===== src/rtl/rx_block_lock_pkg.sv =====
// Shared PCS definitions for 64b/66b block alignment: sync header codes,
// lock-state encoding and default window sizes.
package rx_block_lock_pkg;

  localparam logic [1:0] SH_DATA = 2'b01;
  localparam logic [1:0] SH_CTRL = 2'b10;

  localparam int LOCK_CNT_DEF    = 64;
  localparam int INVALID_MAX_DEF = 16;
  localparam int SLIP_WAIT_DEF   = 4;

  typedef enum logic [1:0] {
    LS_RESET_CNT = 2'd0,
    LS_TEST_SH   = 2'd1,
    LS_SLIP      = 2'd2,
    LS_SLIP_WAIT = 2'd3
  } lock_state_e;

  function automatic logic sh_is_valid(input logic [1:0] sh);
    return (sh == SH_DATA) || (sh == SH_CTRL);
  endfunction

endpackage


===== src/rtl/rx_block_lock.sv =====
// 64b/66b block lock: hunts for sync-header alignment by requesting gearbox
// bitslips, declares lock after a clean window and drops it on too many errors.
//
// state        | meaning
// LS_RESET_CNT | clear window counters, consumes no block
// LS_TEST_SH   | count headers of the current window, decide lock/slip
// LS_SLIP      | one-cycle bitslip request to the gearbox
// LS_SLIP_WAIT | discard SLIP_WAIT qualified blocks while the gearbox realigns
module rx_block_lock
  import rx_block_lock_pkg::*;
#(
  parameter int LOCK_CNT    = LOCK_CNT_DEF,
  parameter int INVALID_MAX = INVALID_MAX_DEF,
  parameter int SLIP_WAIT   = SLIP_WAIT_DEF
) (
  input  logic       i_rxc,
  input  logic       i_reset_n,
  input  logic [0:1] i_rx_header,
  input  logic       i_rx_valid,
  output logic       o_bitslip,
  output logic       o_block_lock,
  output logic [4:0] o_invalid_cnt
);

  localparam int SHW = $clog2(LOCK_CNT + 1);
  localparam int SWW = $clog2(SLIP_WAIT + 1);
  localparam logic [SHW-1:0] SH_LIMIT  = SHW'(LOCK_CNT);
  localparam logic [4:0]     INV_LIMIT = 5'(INVALID_MAX);
  localparam logic [SWW-1:0] SW_LAST   = SWW'(SLIP_WAIT - 1);

  lock_state_e    state_q, state_d;
  logic [SHW-1:0] sh_cnt_q, sh_cnt_d, sh_inc;
  logic [4:0]     inv_cnt_q, inv_cnt_d, inv_inc;
  logic [SWW-1:0] slip_cnt_q, slip_cnt_d;
  logic           lock_q, lock_d;
  logic           bitslip_q, bitslip_d;
  logic           hdr_ok;

  assign hdr_ok = sh_is_valid(i_rx_header);

  // Saturating increments so neither counter can ever wrap.
  always_comb begin
    sh_inc  = (sh_cnt_q == SH_LIMIT) ? sh_cnt_q : sh_cnt_q + 1'b1;
    inv_inc = inv_cnt_q;
    if (!hdr_ok && (inv_cnt_q < INV_LIMIT)) begin
      inv_inc = inv_cnt_q + 1'b1;
    end
  end

  always_comb begin
    state_d    = state_q;
    sh_cnt_d   = sh_cnt_q;
    inv_cnt_d  = inv_cnt_q;
    slip_cnt_d = slip_cnt_q;
    lock_d     = lock_q;
    bitslip_d  = 1'b0;
    case (state_q)
      LS_RESET_CNT: begin
        sh_cnt_d   = '0;
        inv_cnt_d  = '0;
        slip_cnt_d = '0;
        state_d    = LS_TEST_SH;
      end
      LS_TEST_SH: begin
        if (i_rx_valid) begin
          sh_cnt_d  = sh_inc;
          inv_cnt_d = inv_inc;
          if (lock_q) begin
            // Lock loss takes priority over a window completing on the same block.
            if (inv_inc >= INV_LIMIT) begin
              lock_d  = 1'b0;
              state_d = LS_SLIP;
            end else if (sh_inc == SH_LIMIT) begin
              state_d = LS_RESET_CNT;
            end
          end else if (!hdr_ok) begin
            state_d = LS_SLIP;
          end else if ((sh_inc == SH_LIMIT) && (inv_cnt_q == '0)) begin
            lock_d  = 1'b1;
            state_d = LS_RESET_CNT;
          end
        end
      end
      LS_SLIP: begin
        bitslip_d  = 1'b1;
        slip_cnt_d = '0;
        state_d    = LS_SLIP_WAIT;
      end
      LS_SLIP_WAIT: begin
        if (i_rx_valid) begin
          if (slip_cnt_q == SW_LAST) begin
            slip_cnt_d = '0;
            state_d    = LS_RESET_CNT;
          end else begin
            slip_cnt_d = slip_cnt_q + 1'b1;
          end
        end
      end
      default: state_d = LS_RESET_CNT;
    endcase
  end

  always_ff @(posedge i_rxc) begin
    if (!i_reset_n) begin
      state_q    <= LS_RESET_CNT;
      sh_cnt_q   <= '0;
      inv_cnt_q  <= '0;
      slip_cnt_q <= '0;
      lock_q     <= 1'b0;
      bitslip_q  <= 1'b0;
    end else begin
      state_q    <= state_d;
      sh_cnt_q   <= sh_cnt_d;
      inv_cnt_q  <= inv_cnt_d;
      slip_cnt_q <= slip_cnt_d;
      lock_q     <= lock_d;
      bitslip_q  <= bitslip_d;
    end
  end

  assign o_bitslip     = bitslip_q;
  assign o_block_lock  = lock_q;
  assign o_invalid_cnt = inv_cnt_q;

endmodule


===== config.mk =====
export PLATFORM = sky130hd
export DESIGN_NAME = rx_block_lock
export DESIGN_NICKNAME = d
export VERILOG_FILES = /design/src/rtl/rx_block_lock_pkg.sv /design/src/rtl/rx_block_lock.sv
export SDC_FILE = /design/constraint.sdc
export NUM_CORES = 1
export LEC_CHECK = 0
export CAP_MARGIN = 20
export CORE_ASPECT_RATIO = 0.9
export CORE_MARGIN = 5
export CORE_UTILIZATION = 45
export DETAILED_ROUTE_END_ITERATION = 8
export PLACE_DENSITY = 0.66
export SYNTH_ARGS = -nofsm -noshare
export SYNTH_HDL_FRONTEND = slang
export SYNTH_SLANG_ARGS = --single-unit

===== constraint.sdc =====
create_clock -name i_rxc -period 2.6 [get_ports i_rxc]
set_input_delay 0.78 -clock i_rxc [delete_from_list [all_inputs] [get_ports i_rxc]]
set_output_delay 0.78 -clock i_rxc [all_outputs]
set_load 0.01 [all_outputs]

## Word level (Yosys, flattened, before mapping)

Index checks and enable logic that the tools add are counted.

- Add/sub/neg operators: 3
- Multiply operators: 0
- Div/mod/pow operators: 0
- Order comparisons: 2
- Eq/ne operators: 13
- Shift-type cells: 0
- Multiplexer cells: 23
- Bitwise logic cells: 0
- Reduce and logical (&&, ||, !) cells: 13

Operators with widths:

| operator | number |
|---|---|
| $mux 2 | 8 |
| $eq 7x7->1 const B | 2 |
| $mux 7 | 2 |
| $pmux 7 s2 | 1 |
| $mux 5 | 2 |
| $pmux 5 s2 | 1 |
| $ne 4x4->1 const B | 2 |
| $pmux 2 s4 | 1 |
| $add 7x1->7 const B | 1 |
| $eq 2x2->1 const B | 3 |
| $mux 3 | 2 |
| $ne 2x2->1 const B | 3 |
| $pmux 3 s2 | 1 |
| $reduce_and 2->1 | 3 |
| $add 5x1->5 const B | 1 |
| $ge 5x5->1 const B | 1 |
| $logic_not 5->1 | 1 |
| $lt 5x5->1 const B | 1 |
| $mux 1 | 5 |
| $reduce_and 5->1 | 1 |
| $eq 2x1->1 const B | 2 |
| $reduce_bool 2->1 | 2 |
| $add 3x1->3 const B | 1 |
| $eq 3x2->1 const B | 1 |
| 5 further kinds | 6 |

- Bits in registers: 19
- Latch bits: 0
- Bits in writable memories: 0
- Memory bits (read-only): 0
- Input bits: 5
- Output and inout port bits: 7
- Logic and storage cells: 60
- Memories: 0

## Depth between registers and ports, before layout

- Depth after elaboration: 10
- Mapped depth: 7

## Worst setup path before layout

OpenSTA, ideal clock, no wires.

- Path type: input port to flip-flop
- Start point: input port i_rx_header[0] (netlist name)
- End point: register lock_q (netlist: o_block_lock)
- Library setup time: 0.115 ns
- Arrival: 1.552 ns
- Slack: 0.933 ns
- Stages: 5
- Buffers on the path: 0
- Path through: xor2_2 -> o21bai_1 -> nand2_1 -> and3_1 -> a31o_1

- Cells in the longest elaborated chain, start to end: 8

RTL lines:

| what | RTL line | text |
|---|---|---|
| from (decl) | rx_block_lock.sv:18 | `input logic [0:1] i_rx_header,` |
| $eq 2x1->1 / $eq 2x2->1 (equally long branches) | rx_block_lock_pkg.sv:20 | `return (sh == SH_DATA) \|\| (sh == SH_CTRL);` |
| $logic_or 1x1->1 * | rx_block_lock_pkg.sv:20 |  |
| $logic_not 1->1 | - |  |
| $logic_and 1x1->1 | rx_block_lock.sv:45 | `if (!hdr_ok && (inv_cnt_q < INV_LIMIT)) begin` |
| $mux 5 | rx_block_lock.sv:45 |  |
| $ge 5x5->1 | rx_block_lock.sv:70 | `if (inv_inc >= INV_LIMIT) begin` |
| $mux 1 | rx_block_lock.sv:70 |  |
| $mux 1 * | rx_block_lock.sv:68 | `if (lock_q) begin` |
| to (signal assigned) | rx_block_lock.sv:116 | `lock_q <= lock_d;` |
| to (decl) | rx_block_lock.sv:35 | `logic lock_q, lock_d;` |

Mark *: on every way between the ends. The rest lies on a longest branch, timed or not.
A chain may end at the register's enable or synchronous reset.

## Worst setup path in the final report

- Start point: register inv_cnt_q[4] (netlist: o_invalid_cnt[4])
- End point: output port o_invalid_cnt[4]

RTL lines:

| what | RTL line | text |
|---|---|---|
| from (decl) | rx_block_lock.sv:33 | `logic [4:0] inv_cnt_q, inv_cnt_d, inv_inc;` |
| from (signal assigned) | rx_block_lock.sv:114 | `inv_cnt_q <= inv_cnt_d;` |
| to (decl) | rx_block_lock.sv:22 | `output logic [4:0] o_invalid_cnt` |

No word-level cell between the ends.

==> flow_summary_export.csv <==
group,metric,value,unit
drt,route.vias.total,925,
pwr,p_switching,0.148,mW
drt,via_per_inst,5.64,
synthesis,synth_nets,135,
final_layout,fillerInstances,232,
global_routing,groute.usage.overall,0.139,
min_path,worst_hold_path.endpoint,"slip_cnt_q[2]",
floorplanning,die_area,0.00352,mm2
timing,rsz0062_at_grt,"false",
final_layout,leading_cell_type_in_the_layout_fill_and_taps_excluded,"sky130_fd_sc_hd__dfxtp_1",
synthesis,synth-seq-cells,19,
pwr,seqPwrFrac,0.572,
pwr,power_frac_clock,0.292,
final_layout,area.growth.synth_to_final,13.4,%
pwr,leakage,0.457,nW
floorplanning,fp.dieW,62.0,um
floorplanning,i_o_pin_cnt,12,
final_layout,layout.cells.most_common_list,"19 x sky130_fd_sc_hd__dfxtp_1, 11 x sky130_fd_sc_hd__nor2_1, 11 x sky130_fd_sc_hd__nand2_1, 11 x sky130_fd_sc_hd__clkdlybuf4s50_1, 8 x sky130_fd_sc_hd__a21oi_1",
setup_path,worstReg2RegStart,"sh_cnt_q[0]",
synthesis,synth_top_area_cell,"sky130_fd_sc_hd__dfxtp_1",
setup_path,worst_path_max_delay_cell,"sky130_fd_sc_hd__clkdlybuf4s50_1",
clock_network,cts_tree,"done",
clock_network,post_cts_repair_setup_buffers,0,
final_layout,final_layout_size_suffix_gt1_frac,0.132,
setup_path,critical_path_buf_inv_count,1,
synthesis,netlist_area,0.00109,mm2
setup_path,worst_ep_arrival_time,1.30,ns
placement,port_buffers,11,
pwr,vdd.ir_drop.worst,239,uV
pwr,pwr-share-comb,0.136,
global_routing,largest_net_degree_at_the_start_of_global_routing,16,
timing,timing.final.setup_violations,0,
drt,antenna_left,0,
setup_path,cell_count_of_the_worst_reg_to_reg_path,6,
clock_network,ctsResizeCount,0,
timing,slew_headroom,0.779,
drt,count_of_tritonroute_iterations_in_the_first_routing_pass,4,
pwr,switching_share,0.277,
final_layout,postLayoutCellArea,0.00124,mm2
timing,totalNegativeSetupSlack,0,ns
setup_path,worstPathCellList,"clkdlybuf4s50_1",
synthesis,synth_flop_cell,"sky130_fd_sc_hd__dfxtp_1",
setup_path,crit_type,"reg -> out",
timing,period_share,0.800,
floorplanning,die_height,56.8,um
global_routing,grt_first_pass_wirelength,3680,um
clock_network,cts.path.max_buffers,2,
outcome,outcome,"completed",
setup_path,cp_data_required_time,1.82,ns
synthesis,async_reset_ff_frac,0,
drt,finalWirelength,2180,um
min_path,min_delay_path_depth,2,
final_layout,finalCoreUtilization,0.521,
global_routing,first_global_vias,815,
placement,routabilityCongestion,0.828,
setup_path,timing.critical_path.fanout_max,6,
timing,timing.final.hold_violations,0,
synthesis,post_synth_main_area_contributors,"sky130_fd_sc_hd__dfxtp_1 35%, sky130_fd_sc_hd__ha_1 5.7%, sky130_fd_sc_hd__nand2_1 3.8%",
setup_path,setup.worst_path.start,"o_invalid_cnt[4]",
timing,max_clock_freq,0.481,GHz
clock_network,total_cts_buffers,3,
timing,timing.final.max_slew_violations,0,
clock_network,htree_levels,1,
synthesis,synth_cell_type_count,45,
floorplanning,initial_util,0.460,
synthesis,syn_avg_cell_area,8.76,um2
timing,period_minus_slack,2.08,ns
clock_network,clkLatencyLatePin,0.30,ns
pwr,cellPowerDensity,430,mW/mm2
final_layout,design.final.nets,147,
global_routing,grt_overflow_total,0,
setup_path,critical_path.max_stage_delay,0.57,ns
timing,worst-slew-pin-transition,0.331,ns
setup_path,worst_setup_path_start_kind,"flip-flop",
global_routing,grt_antenna_before_repair,0,
synthesis,yosysTopAreaCellShare,0.347,
setup_path,reg2reg_capture_point,"state_q[0]",
synthesis,yosysWarnings,0,
setup_path,timing.critical_path.to_type,"output port",
synthesis,post_syn_instances,125,
placement,detailedPlacementHpwl,1550,um
timing,fin_worst_skew,0.00175,ns
run,maxCapViolations,0,
drt,routed_wire_length_per_instance,13.3,um
setup_path,cpLargestDelayFamily,"buffers and inverters",
setup_path,setup.reg_to_reg.worst_slack,0.87,ns
min_path,holdCritPathClass,"reg -> reg",
synthesis,ys_seq_area_frac,0.347,
clock_network,clk_pin_slew,0.11,ns
synthesis,synth_edf_count,0,
clock_network,clock_sink_count,19,
placement,placed_cell_area,0.00121,mm2
floorplanning,core.rowCount,17,
drt,drtIter0Drc,14,
pwr,internal-power,0.386,mW
clock_network,clock_tree.root_cell,"sky130_fd_sc_hd__clkbuf_4",
clock_network,post_cts_hold_buffer_count,0,
drt,detail_route.drc_violations,0,
floorplanning,floorplan.core_area,0.00238,mm2
min_path,min_from,"slip_cnt_q[2]",
final_layout,n_antenna_cell,0,
how the worst max path moves through the flow:
stage,end,slack [ns],cells after the start
6_report,o_invalid_cnt[4],0.52,1
3_3_place_gp,o_block_lock,0.27,6
5_1_grt,o_block_lock,0.44,6
2_1_floorplan,o_block_lock,0.93,5
4_1_cts,o_invalid_cnt[4],0.50,1
3_5_place_dp,o_block_lock,0.25,6
Yosys cell counts (2+ instances only):
library cell and number:
sky130_fd_sc_hd__o21bai_1 2, sky130_fd_sc_hd__nor3b_1 3, sky130_fd_sc_hd__a21oi_1 8, sky130_fd_sc_hd__a31oi_1 3, sky130_fd_sc_hd__nand3_2 2, sky130_fd_sc_hd__nand2_1 11
sky130_fd_sc_hd__dfxtp_1 19, sky130_fd_sc_hd__o21ai_1 3, sky130_fd_sc_hd__inv_1 7, sky130_fd_sc_hd__and3_4 2, sky130_fd_sc_hd__nand3_1 4, sky130_fd_sc_hd__nand3b_1 2
sky130_fd_sc_hd__nor3_1 3, sky130_fd_sc_hd__o21ai_0 3, sky130_fd_sc_hd__ha_1 5, sky130_fd_sc_hd__a22oi_1 4, sky130_fd_sc_hd__xnor2_1 3, sky130_fd_sc_hd__nor2_1 11
sky130_fd_sc_hd__a311oi_1 2, sky130_fd_sc_hd__buf_2 2, sky130_fd_sc_hd__and3_1 2
power by group through the flow:
stage / Combinational (mW) / Clock, mW / Sequential (mW)
CTS: 0.0727 / 0.164 / 0.305
global route: 0.0805 / 0.174 / 0.307
finish: 0.0725 / 0.156 / 0.305
floorplan: 0.0534 / 0 / 0.306
detailed placement: 0.0722 / 0 / 0.312
global placement: 0.0713 / 0 / 0.312
sequential cells by signal (all words and copies together) (netlist names), named ones only:
name and count:
o_bitslip 1, slip_cnt_q 3, sh_cnt_q 7, state_q 1
o_block_lock 1, o_invalid_cnt 5
logic make-up after synthesis:
logic type      Yosys count  share of synthesized area
compound gates           33                      0.203
xor+xnor                  5                     0.0537
fa+ha+maj                 5                     0.0571
buf+inv                  13                     0.0583
flops                    19                      0.347
mux                       1                    0.00914
simple gates             49                      0.271
layout make-up:
type                    count  area (um2)  share of cell area
multi-input cells          93         651               0.524
flip-flops and latches     19         380               0.306
repair buffers             12         118              0.0948
well taps                  28        35.0              0.0282
inverters                   8        31.3              0.0252
clock buffers               4        26.3              0.0212
stage by stage:
stage / power [mW] / std cells / hold WS, ns / worst slack, ns
after floorplan: 0.360 / 125 / 0.425 / 0.933
after global placement: 0.383 / 160 / 0.439 / 0.270
after detailed placement: 0.384 / 160 / 0.441 / 0.246
after CTS: 0.541 / 164 / 0.457 / 0.499
after global routing: 0.561 / 164 / 0.483 / 0.439
final: 0.533 / 164 / 0.453 / 0.519
metal layers:
layer / GRT usage / up-vias / share of wire
li1: - / 470 / -
met2: 0.198 / 22 / 0.44
met1: 0.190 / 426 / 0.49
met5: 0 / - / 0
met4: 0.0727 / 0 / 0.032
met3: 0.0322 / 7 / 0.042
Power figures use the tool's default switching activity.
